**config.mk**
```make
export PLATFORM = sky130hd
export DESIGN_NAME = seq_detector_param
export DESIGN_NICKNAME = d
export VERILOG_FILES = /design/src/rtl/seq_det_pkg.sv /design/src/rtl/bcd_to_seg7.sv /design/src/rtl/seq_detector_param.sv
export SDC_FILE = /design/constraint.sdc
export NUM_CORES = 1
export LEC_CHECK = 0
export CORE_UTILIZATION = 40
export CTS_CLUSTER_DIAMETER = 30
export DETAILED_ROUTE_END_ITERATION = 10
export MAX_ROUTING_LAYER = met4
export PLACE_DENSITY_LB_ADDON = 0.05
export SYNTH_ARGS = -nofsm -noshare
export SYNTH_HDL_FRONTEND = slang
export SYNTH_SLANG_ARGS = --single-unit
export TNS_END_PERCENT = 1
```
**constraint.sdc**
```tcl
create_clock -name clock -period 2.3 [get_ports clock]
set_input_delay 0.46 -clock clock [delete_from_list [all_inputs] [get_ports clock]]
set_output_delay 0.46 -clock clock [all_outputs]
set_load 0.1 [all_outputs]
```
**src/rtl/seq_det_pkg.sv**
```systemverilog
// Shared definitions for the parametrised sequence detector: the BCD digit
// type and the active-low seven-segment codes (bit order gfedcba).
package seq_det_pkg;

  typedef logic [3:0] bcd_t;

  localparam logic [6:0] SEG_0    = 7'b1000000;
  localparam logic [6:0] SEG_1    = 7'b1111001;
  localparam logic [6:0] SEG_2    = 7'b0100100;
  localparam logic [6:0] SEG_3    = 7'b0110000;
  localparam logic [6:0] SEG_4    = 7'b0011001;
  localparam logic [6:0] SEG_5    = 7'b0010010;
  localparam logic [6:0] SEG_6    = 7'b0000010;
  localparam logic [6:0] SEG_7    = 7'b1111000;
  localparam logic [6:0] SEG_8    = 7'b0000000;
  localparam logic [6:0] SEG_9    = 7'b0011000;
  localparam logic [6:0] SEG_DASH = 7'b0111111;

endpackage

```
**src/rtl/bcd_to_seg7.sv**
```systemverilog
// Combinational BCD digit to active-low seven-segment decoder.
// Non-decimal codes show a dash.
module bcd_to_seg7
  import seq_det_pkg::*;
(
  input  logic [3:0] bcd_i,
  output logic [6:0] seg_o
);

  // Decode one BCD digit into its segment pattern.
  always_comb begin
    // NOTE: assigning a default before the case means every path drives
    // seg_o, so no latch can be inferred.
    seg_o = SEG_DASH;
    case (bcd_i)
      4'd0:    seg_o = SEG_0;
      4'd1:    seg_o = SEG_1;
      4'd2:    seg_o = SEG_2;
      4'd3:    seg_o = SEG_3;
      4'd4:    seg_o = SEG_4;
      4'd5:    seg_o = SEG_5;
      4'd6:    seg_o = SEG_6;
      4'd7:    seg_o = SEG_7;
      4'd8:    seg_o = SEG_8;
      4'd9:    seg_o = SEG_9;
      default: seg_o = SEG_DASH;
    endcase
  end

endmodule

```
**src/rtl/seq_detector_param.sv**
```systemverilog
// Serial pattern detector driven from a step key and a data switch.
// Each debounced-by-edge key press shifts one synchronised switch bit into
// the history; a full-length history equal to PATTERN produces a one-cycle
// pulse and bumps a two-digit BCD match counter shown on two HEX digits.
module seq_detector_param
  import seq_det_pkg::*;
#(
  parameter int                 PAT_LEN = 4,
  parameter logic [PAT_LEN-1:0] PATTERN = 4'b0111,
  parameter bit                 OVERLAP = 1'b1,
  parameter bit                 WRAP    = 1'b0
) (
  input  logic                         clock,
  input  logic                         reset,
  input  logic                         key1,
  input  logic                         switch0,
  input  logic                         clear,
  output logic                         success_output,
  output logic [3:0]                   count_tens,
  output logic [3:0]                   count_ones,
  output logic [$clog2(PAT_LEN+1)-1:0] fill_level,
  output logic [6:0]                   DISP0,
  output logic [6:0]                   DISP1
);

  localparam int             FW        = $clog2(PAT_LEN + 1);
  localparam logic [FW-1:0]  FILL_FULL = FW'(PAT_LEN);

  // Input synchronisers and key edge detector
  logic key_meta_q, key_sync_q, key_prev_q;
  logic sw_meta_q, sw_sync_q;
  logic strobe;

  // Detector and counter state
  logic [PAT_LEN-1:0] history_q, history_d;
  logic [FW-1:0]      fill_q, fill_d;
  logic               success_q, success_d;
  bcd_t               ones_q, ones_d, tens_q, tens_d;

  // Candidate values used when a sample is taken
  logic [PAT_LEN-1:0] hist_shift;
  logic [FW-1:0]      fill_inc;
  logic               hit;
  bcd_t               ones_inc, tens_inc;

  // Display path
  logic [6:0] seg_ones, seg_tens;
  logic [6:0] disp0_q, disp1_q;

  // Bring the asynchronous board inputs into the clock domain and keep the
  // previous synchronised key level for rising-edge detection.
  always_ff @(posedge clock or negedge reset) begin
    if (!reset) begin
      key_meta_q <= 1'b0;
      key_sync_q <= 1'b0;
      key_prev_q <= 1'b0;
      sw_meta_q  <= 1'b0;
      sw_sync_q  <= 1'b0;
    end else begin
      // NOTE: non-blocking assignments make every stage load the value its
      // predecessor held before the edge; blocking ones would collapse the
      // chain into a single flop.
      key_meta_q <= key1;
      key_sync_q <= key_meta_q;
      key_prev_q <= key_sync_q;
      sw_meta_q  <= switch0;
      sw_sync_q  <= sw_meta_q;
    end
  end

  assign strobe     = key_sync_q & ~key_prev_q;
  assign hist_shift = {history_q[PAT_LEN-2:0], sw_sync_q};
  assign fill_inc   = (fill_q == FILL_FULL) ? fill_q : fill_q + FW'(1);
  assign hit        = strobe && (hist_shift == PATTERN) && (fill_inc == FILL_FULL);

  // Two-digit BCD increment with saturate-or-wrap at 99.
  always_comb begin
    ones_inc = ones_q;
    tens_inc = tens_q;
    if (tens_q == 4'd9 && ones_q == 4'd9) begin
      if (WRAP) begin
        ones_inc = 4'd0;
        tens_inc = 4'd0;
      end
    end else if (ones_q == 4'd9) begin
      ones_inc = 4'd0;
      tens_inc = tens_q + 4'd1;
    end else begin
      ones_inc = ones_q + 4'd1;
    end
  end

  // Next-state for history, fill level, match pulse and count; clear has
  // priority over a coincident sample.
  always_comb begin
    history_d = history_q;
    fill_d    = fill_q;
    ones_d    = ones_q;
    tens_d    = tens_q;
    success_d = 1'b0;
    if (clear) begin
      history_d = '0;
      fill_d    = '0;
      ones_d    = 4'd0;
      tens_d    = 4'd0;
    end else if (strobe) begin
      history_d = hist_shift;
      fill_d    = fill_inc;
      if (hit) begin
        success_d = 1'b1;
        ones_d    = ones_inc;
        tens_d    = tens_inc;
        if (!OVERLAP) begin
          history_d = '0;
          fill_d    = '0;
        end
      end
    end
  end

  // Detector and counter state register.
  always_ff @(posedge clock or negedge reset) begin
    if (!reset) begin
      history_q <= '0;
      fill_q    <= '0;
      success_q <= 1'b0;
      ones_q    <= 4'd0;
      tens_q    <= 4'd0;
    end else begin
      history_q <= history_d;
      fill_q    <= fill_d;
      success_q <= success_d;
      ones_q    <= ones_d;
      tens_q    <= tens_d;
    end
  end

  bcd_to_seg7 u_seg_ones (
    .bcd_i (ones_q),
    .seg_o (seg_ones)
  );

  bcd_to_seg7 u_seg_tens (
    .bcd_i (tens_q),
    .seg_o (seg_tens)
  );

  // Register the decoded digits; a dash is shown while reset is held.
  always_ff @(posedge clock or negedge reset) begin
    if (!reset) begin
      disp0_q <= SEG_DASH;
      disp1_q <= SEG_DASH;
    end else begin
      disp0_q <= seg_ones;
      disp1_q <= seg_tens;
    end
  end

  assign success_output = success_q;
  assign count_ones     = ones_q;
  assign count_tens     = tens_q;
  assign fill_level     = fill_q;
  assign DISP0          = disp0_q;
  assign DISP1          = disp1_q;

endmodule

```
# ---- After elaboration in Yosys (flattened, before gate mapping)
# Memory sizes are Yosys's and may differ from the RTL's. A register that Yosys moved wholly into a read port is not among the register bits.
# Index checks and enable logic that the tools add are counted.
dict set report op_classes {
  addsub 3
  n_eq_ne 6
  n_mux 18
  bitwise 2
  reduce_logical 10
}
# op count
set op_table {}
lappend op_table {{$mux 4} 10}
lappend op_table {{$mux 3} 5}
lappend op_table {{$add 4x1->4 const B} 2}
lappend op_table {{$eq 4x4->1 const B} 2}
lappend op_table {{$eq 3x3->1 const B} 2}
lappend op_table {{$reduce_bool 2->1} 3}
lappend op_table {{$eq 4x3->1 const B} 1}
lappend op_table {{$reduce_and 4->1} 1}
lappend op_table {{$add 3x1->3 const B} 1}
lappend op_table {{$logic_and 1x1->1} 3}
lappend op_table {{$mux 1} 3}
lappend op_table {{$reduce_and 3->1} 1}
lappend op_table {{$logic_not 1->1} 2}
lappend op_table {{$ne 2x2->1 const B} 1}
lappend op_table {{$and 1x1->1} 1}
lappend op_table {{$not 1->1} 1}
dict set report totals {
  regBits 20
  rom_bits 224
  inputBits 5
  out_inout_bits 26
  wordCells 51
  memories 2
}
# memory depth word_bits rd rd_ports_with_merged_regs write_ports line_no
set memory_table {}
lappend memory_table {{(no name shown)} 16 7 1 1 0 bcd_to_seg7.sv:15} ;# case (bcd_i)
lappend memory_table {{(no name shown)} 16 7 1 1 0 bcd_to_seg7.sv:15}

# ---- Logic depth before layout (Yosys ltp)
dict set report logic_depth {
  depth_word 7
  ltp_mapped 8
  ltp_nobuf 6
}

# ---- Cells and area by module
# A second synthesis with hierarchy kept.
dict set report hier_totals {
  cells_unflattened 176
  hier_area_um2 1780.5
}
# mod n_inst cells_per_inst area_per_inst_um2 seq_area_each_um2
set by_module_without_submodules {}
lappend by_module_without_submodules {seq_detector_param 1 108 1372.6 865.8}
lappend by_module_without_submodules {bcd_to_seg7 2 34 203.9 0.0}

# ---- Worst setup path before layout
# OpenSTA, ideal clock, no wires.
dict set report synth_timing {
  path_type {reg-to-reg}
  startpoint {reg ones_q[1] (netlist: count_ones[1])}
  endpoint {reg tens_q[0] (netlist: count_tens[0])}
  setup_time_ns 0.128
  t_arrival_ns 2.753
  required_time_ns 2.172
  path_slack_ns -0.581
  path_stages_with_launch 9
  n_path_buf 2
  period_less_slack_ns 2.881
  cell_sequence {dfrtp_1 > inv_1 > ha_1 > and3b_1 > clkbuf_1 > and4_1 > clkbuf_1 > nor4_4 > mux2_1}
}
dict set report synth_between {
  elab_chain_len 4
  elab_cells_between_ends 5
  cone_classes {eq/ne: 2; reduce/logical: 3}
}
# element line_no
set synth_lines {}
lappend synth_lines {{start: declaration} seq_detector_param.sv:38} ;# bcd_t ones_q, ones_d, tens_q, tens_d;
lappend synth_lines {{start signal: assignment} seq_detector_param.sv:133} ;# ones_q <= ones_d;
lappend synth_lines {{$eq 4x4->1 (*)} {seq_detector_param.sv:80, seq_detector_param.sv:85}}
lappend synth_lines {{$logic_and 1x1->1} seq_detector_param.sv:80} ;# if (tens_q == 4'd9 && ones_q == 4'd9) begin
lappend synth_lines {{$ne 2x2->1 (no line)} n/a}
lappend synth_lines {{$reduce_and 4->1 (no line) (*)} n/a}
lappend synth_lines {{end signal: assignment} seq_detector_param.sv:134} ;# tens_q <= tens_d;
lappend synth_lines {{end: declaration} seq_detector_param.sv:38}
# Every way passes the cells marked *; elsewhere a longest branch is shown, timed or not.
# A chain may end at the register's enable or synchronous reset.

# ---- Worst setup path in the final report
dict set report layout_timing {
  startpoint {reg fill_q[0] (netlist: fill_level[0])}
  endpoint {reg tens_q[0] (netlist: count_tens[0])}
}
dict set report layout_between {
  elab_chain_len 6
  elab_cells_between_ends 7
  cone_classes {add/sub: 1; eq/ne: 2; mux: 1; reduce/logical: 3}
}
# element line_no
set layout_lines {}
lappend layout_lines {{start: declaration} seq_detector_param.sv:36} ;# logic [FW-1:0] fill_q, fill_d;
lappend layout_lines {{start signal: assignment} seq_detector_param.sv:131} ;# fill_q <= fill_d;
lappend layout_lines {{$add 3x1->3 or $eq 3x3->1 (tied branches)} seq_detector_param.sv:73} ;# assign fill_inc = (fill_q == FILL_FULL) ? fill_q : fill_q + FW'(1);
lappend layout_lines {{$mux 3 (*)} seq_detector_param.sv:73}
lappend layout_lines {{$eq 3x3->1 (*)} seq_detector_param.sv:74} ;# assign hit = strobe && (hist_shift == PATTERN) && (fill_inc == FILL_FULL);
lappend layout_lines {{$logic_and 1x1->1 (*)} seq_detector_param.sv:74}
lappend layout_lines {{$reduce_bool 2->1 (no line) (*)} n/a}
lappend layout_lines {{$reduce_and 4->1 (no line) (*)} n/a}
# Marks and branches as above.

==> impl_metrics.json <==
{
  "p_total_mw": 1.15,
  "crit_family": "compound AO/OA/AOI/OAI gates",
  "ant_nets": 0,
  "grt_pass1_vias": 1292,
  "gp_congestion": 0.905,
  "slew_headroom_pct": 59.2,
  "max_freq_mhz": 449,
  "initial_core_util_pct": 42.6,
  "setup_viol": 0,
  "clock-root-buffer": "clkbuf_8",
  "tritoncts": "built",
  "diodes": 0,
  "synth.avg_cell_area_um2": 9.90,
  "status": "complete, no violations",
  "final_cell_mix": "33 x buf_4, 20 x a21oi_1, 17 x nor2_1",
  "timing.hold.ws_ns": 0.350,
  "max_stage_delay_ns": 0.56,
  "peakVddDrop_mv": 0.291,
  "nets": 228,
  "wl_per_cell_um": 13.9,
  "post-dp-hpwl_um": 2590,
  "p_leak_nw": 0.929,
  "syn-num-nets": 194,
  "portBuffers": 30,
  "die_w_um": 68.2,
  "crit_start": "fill_level[0]",
  "cts.reportedPaths.clkPinSlew_ns": 0.07,
  "drt-total-wl_um": 3650,
  "drc_errors": 0,
  "pre_cts_ws_ns": 0.0665,
  "cts_num_sinks": 34,
  "cts_max_path_buffers": 2,
  "antenna_found_initial": 0,
  "r2r_start": "fill_level[0]",
  "grt_usage_pct": 18.6,
  "insertion_delay_ns": 0.28,
  "fin_cells": 262,
  "crit_path_end_kind": "flop",
  "placed_cell_area_um2": 2100,
  "cts.repair.resized": 0,
  "syn-cell-area_um2": 1750,
  "cp.arrival_ns": 2.39,
  "startpoint_type": "flop",
  "drive_gt1_share_pct": 34.0,
  "ys_ff_latch": 34,
  "drt_iter0_drc": 78,
  "worstPathCellList": "inv_2 > ha_2 > nor2b_1 > a2111o_1 > nor4_4 > mux2_1",
  "io-pin-count": 31,
  "overflow": 0,
  "min_period_ns": 2.23,
  "hold_viol": 0,
  "critPathRequiredTime_ns": 2.47,
  "dp.cells": 254,
  "layout_commonest_cell": "buf_4",
  "drtPass1Iterations": 5,
  "synth_cells": 177,
  "rsz0062_at_grt": "false",
  "synth_cell_types": 35,
  "grt_start_max_net_pins": 35,
  "cts_setup_buffers": 0,
  "powerDensity_nw_per_um2": 523,
  "cap_violations": 0,
  "slowest_stage": "a2111o_1",
  "fin_ws_ns": 0.0738,
  "final_util_pct": 53.4,
  "tightestPinTransition_ns": 0.596,
  "fin_skew_ns": 0.00303,
  "h-tree-depth": 2,
  "critical_path_class": "flop to flop",
  "min_from": "sw_meta_q",
  "hp-class": "flop to flop",
  "ys_seq_area_share_pct": 49.4,
  "cts_hold_buf": 0,
  "areaGrowthSynthToFinish_pct": 25.4,
  "vias": 1388,
  "die_height_um": 68.2,
  "slew_viol_final": 0,
  "min_period_over_period_pct": 96.8,
  "setup_tns_ns": 0,
  "regToRegSetupSlack_ns": 0.07,
  "path_buf_inv": 1,
  "worstPathMaxFanout": 8,
  "yosys_warnings": 0,
  "cts_buffers": 5,
  "routed_via_density": 5.30,
  "dieArea_um2": 4650,
  "grt_pass1_wl_um": 6010,
  "stdcell_area_um2": 2200,
  "core_um2": 4120,
  "row_count": 23
}
-- cells in the mapped netlist --
cell / n / area (um2)
buf_6: 1 / 11.3
or2_2: 1 / 6.26
a21oi_1: 20 / 100
nand2b_1: 6 / 37.5
nor2_1: 17 / 63.8
mux2i_1: 1 / 10.0
or4_1: 1 / 7.51
nor4_4: 1 / 21.3
or4_4: 1 / 11.3
o41ai_1: 1 / 8.76
and4_1: 1 / 8.76
nand4_1: 5 / 31.3
and3_1: 1 / 6.26
ha_1: 12 / 150
and3b_1: 1 / 8.76
nor4_1: 3 / 18.8
inv_1: 10 / 37.5
a2111oi_0: 1 / 8.76
nand3b_4: 1 / 20.0
a31oi_1: 2 / 12.5
and2_1: 1 / 6.26
o31ai_1: 2 / 15.0
clkbuf_1: 9 / 33.8
nor2b_1: 4 / 25.0
xnor2_1: 1 / 8.76
dfstp_2: 12 / 315
a311oi_1: 1 / 8.76
o21ai_0: 14 / 70.1
nor3_1: 2 / 10.0
o211a_1: 1 / 10.0
a2111o_1: 1 / 11.3
nand3_1: 2 / 10.0
nand2_1: 14 / 52.6
dfrtp_1: 22 / 551
mux2_1: 4 / 45.0
-- worst reg2reg max path, cell delays in order (launching register included) --
cell	delay, ns
dfrtp_4	0.52
inv_2	0.06
ha_2	0.19
nor2b_1	0.07
a2111o_1	0.56
nor4_4	0.35
mux2_1	0.36
-- state kept, by name, summed over array words and instances, names as in the netlist --
name            flops
DISP0               7
DISP1               7
count_ones          4
count_tens          4
fill_level          3
history_q           3
key_meta_q          1
key_prev_q          1
key_sync_q          1
success_output      1
sw_meta_q           1
sw_sync_q           1
-- path summary, 6_finish.rpt --
check	cells past startpoint	endpoint
max	6	count_tens[0]
min	0	sw_sync_q
max reg2reg	6	count_tens[0]
min reg2reg	0	sw_sync_q
max in group asynchronous	2	fill_level[0]
min in group asynchronous	2	DISP0[6]
-- metal layers --
layer  up-vias  track usage, %  share of wire, %
met3         8            5.50               3.8
li1        677               -                 -
met2        33            28.3                47
met4         0            8.07               1.9
met5         -               -                 0
met1       670            22.7                47
-- area by class of cell --
class,instances,area (um2)
fillers,372,1920
flip-flops and latches,34,883
multi-input cells,123,832
repair buffers,37,288
clock buffers,6,82.6
well taps,50,62.6
inverters,10,37.5
clock inverters,2,12.5
-- power by group --
group          internal (mW)  leakage, nW  switching [mW]
clock                  0.240       0.0472           0.216
sequential             0.608        0.394         0.00887
combinational         0.0248        0.488          0.0518
-- cells by family (layout without fill, tap and decap cells) --
group                    count (synthesis)  in the layout  share of synthesized area [%]
AND/OR/NAND/NOR                         62             62                           19.7
multiplexers                             5              5                           3.14
flip-flops                              34             34                           49.4
buffers and inverters                   20             55                           4.71
AO/OA/AOI/OAI                           43             43                           14.0
XOR/XNOR                                 1              1                          0.500
adder cells (fa/ha/maj)                 12             12                           8.57
Power figures use the tool's default switching activity.
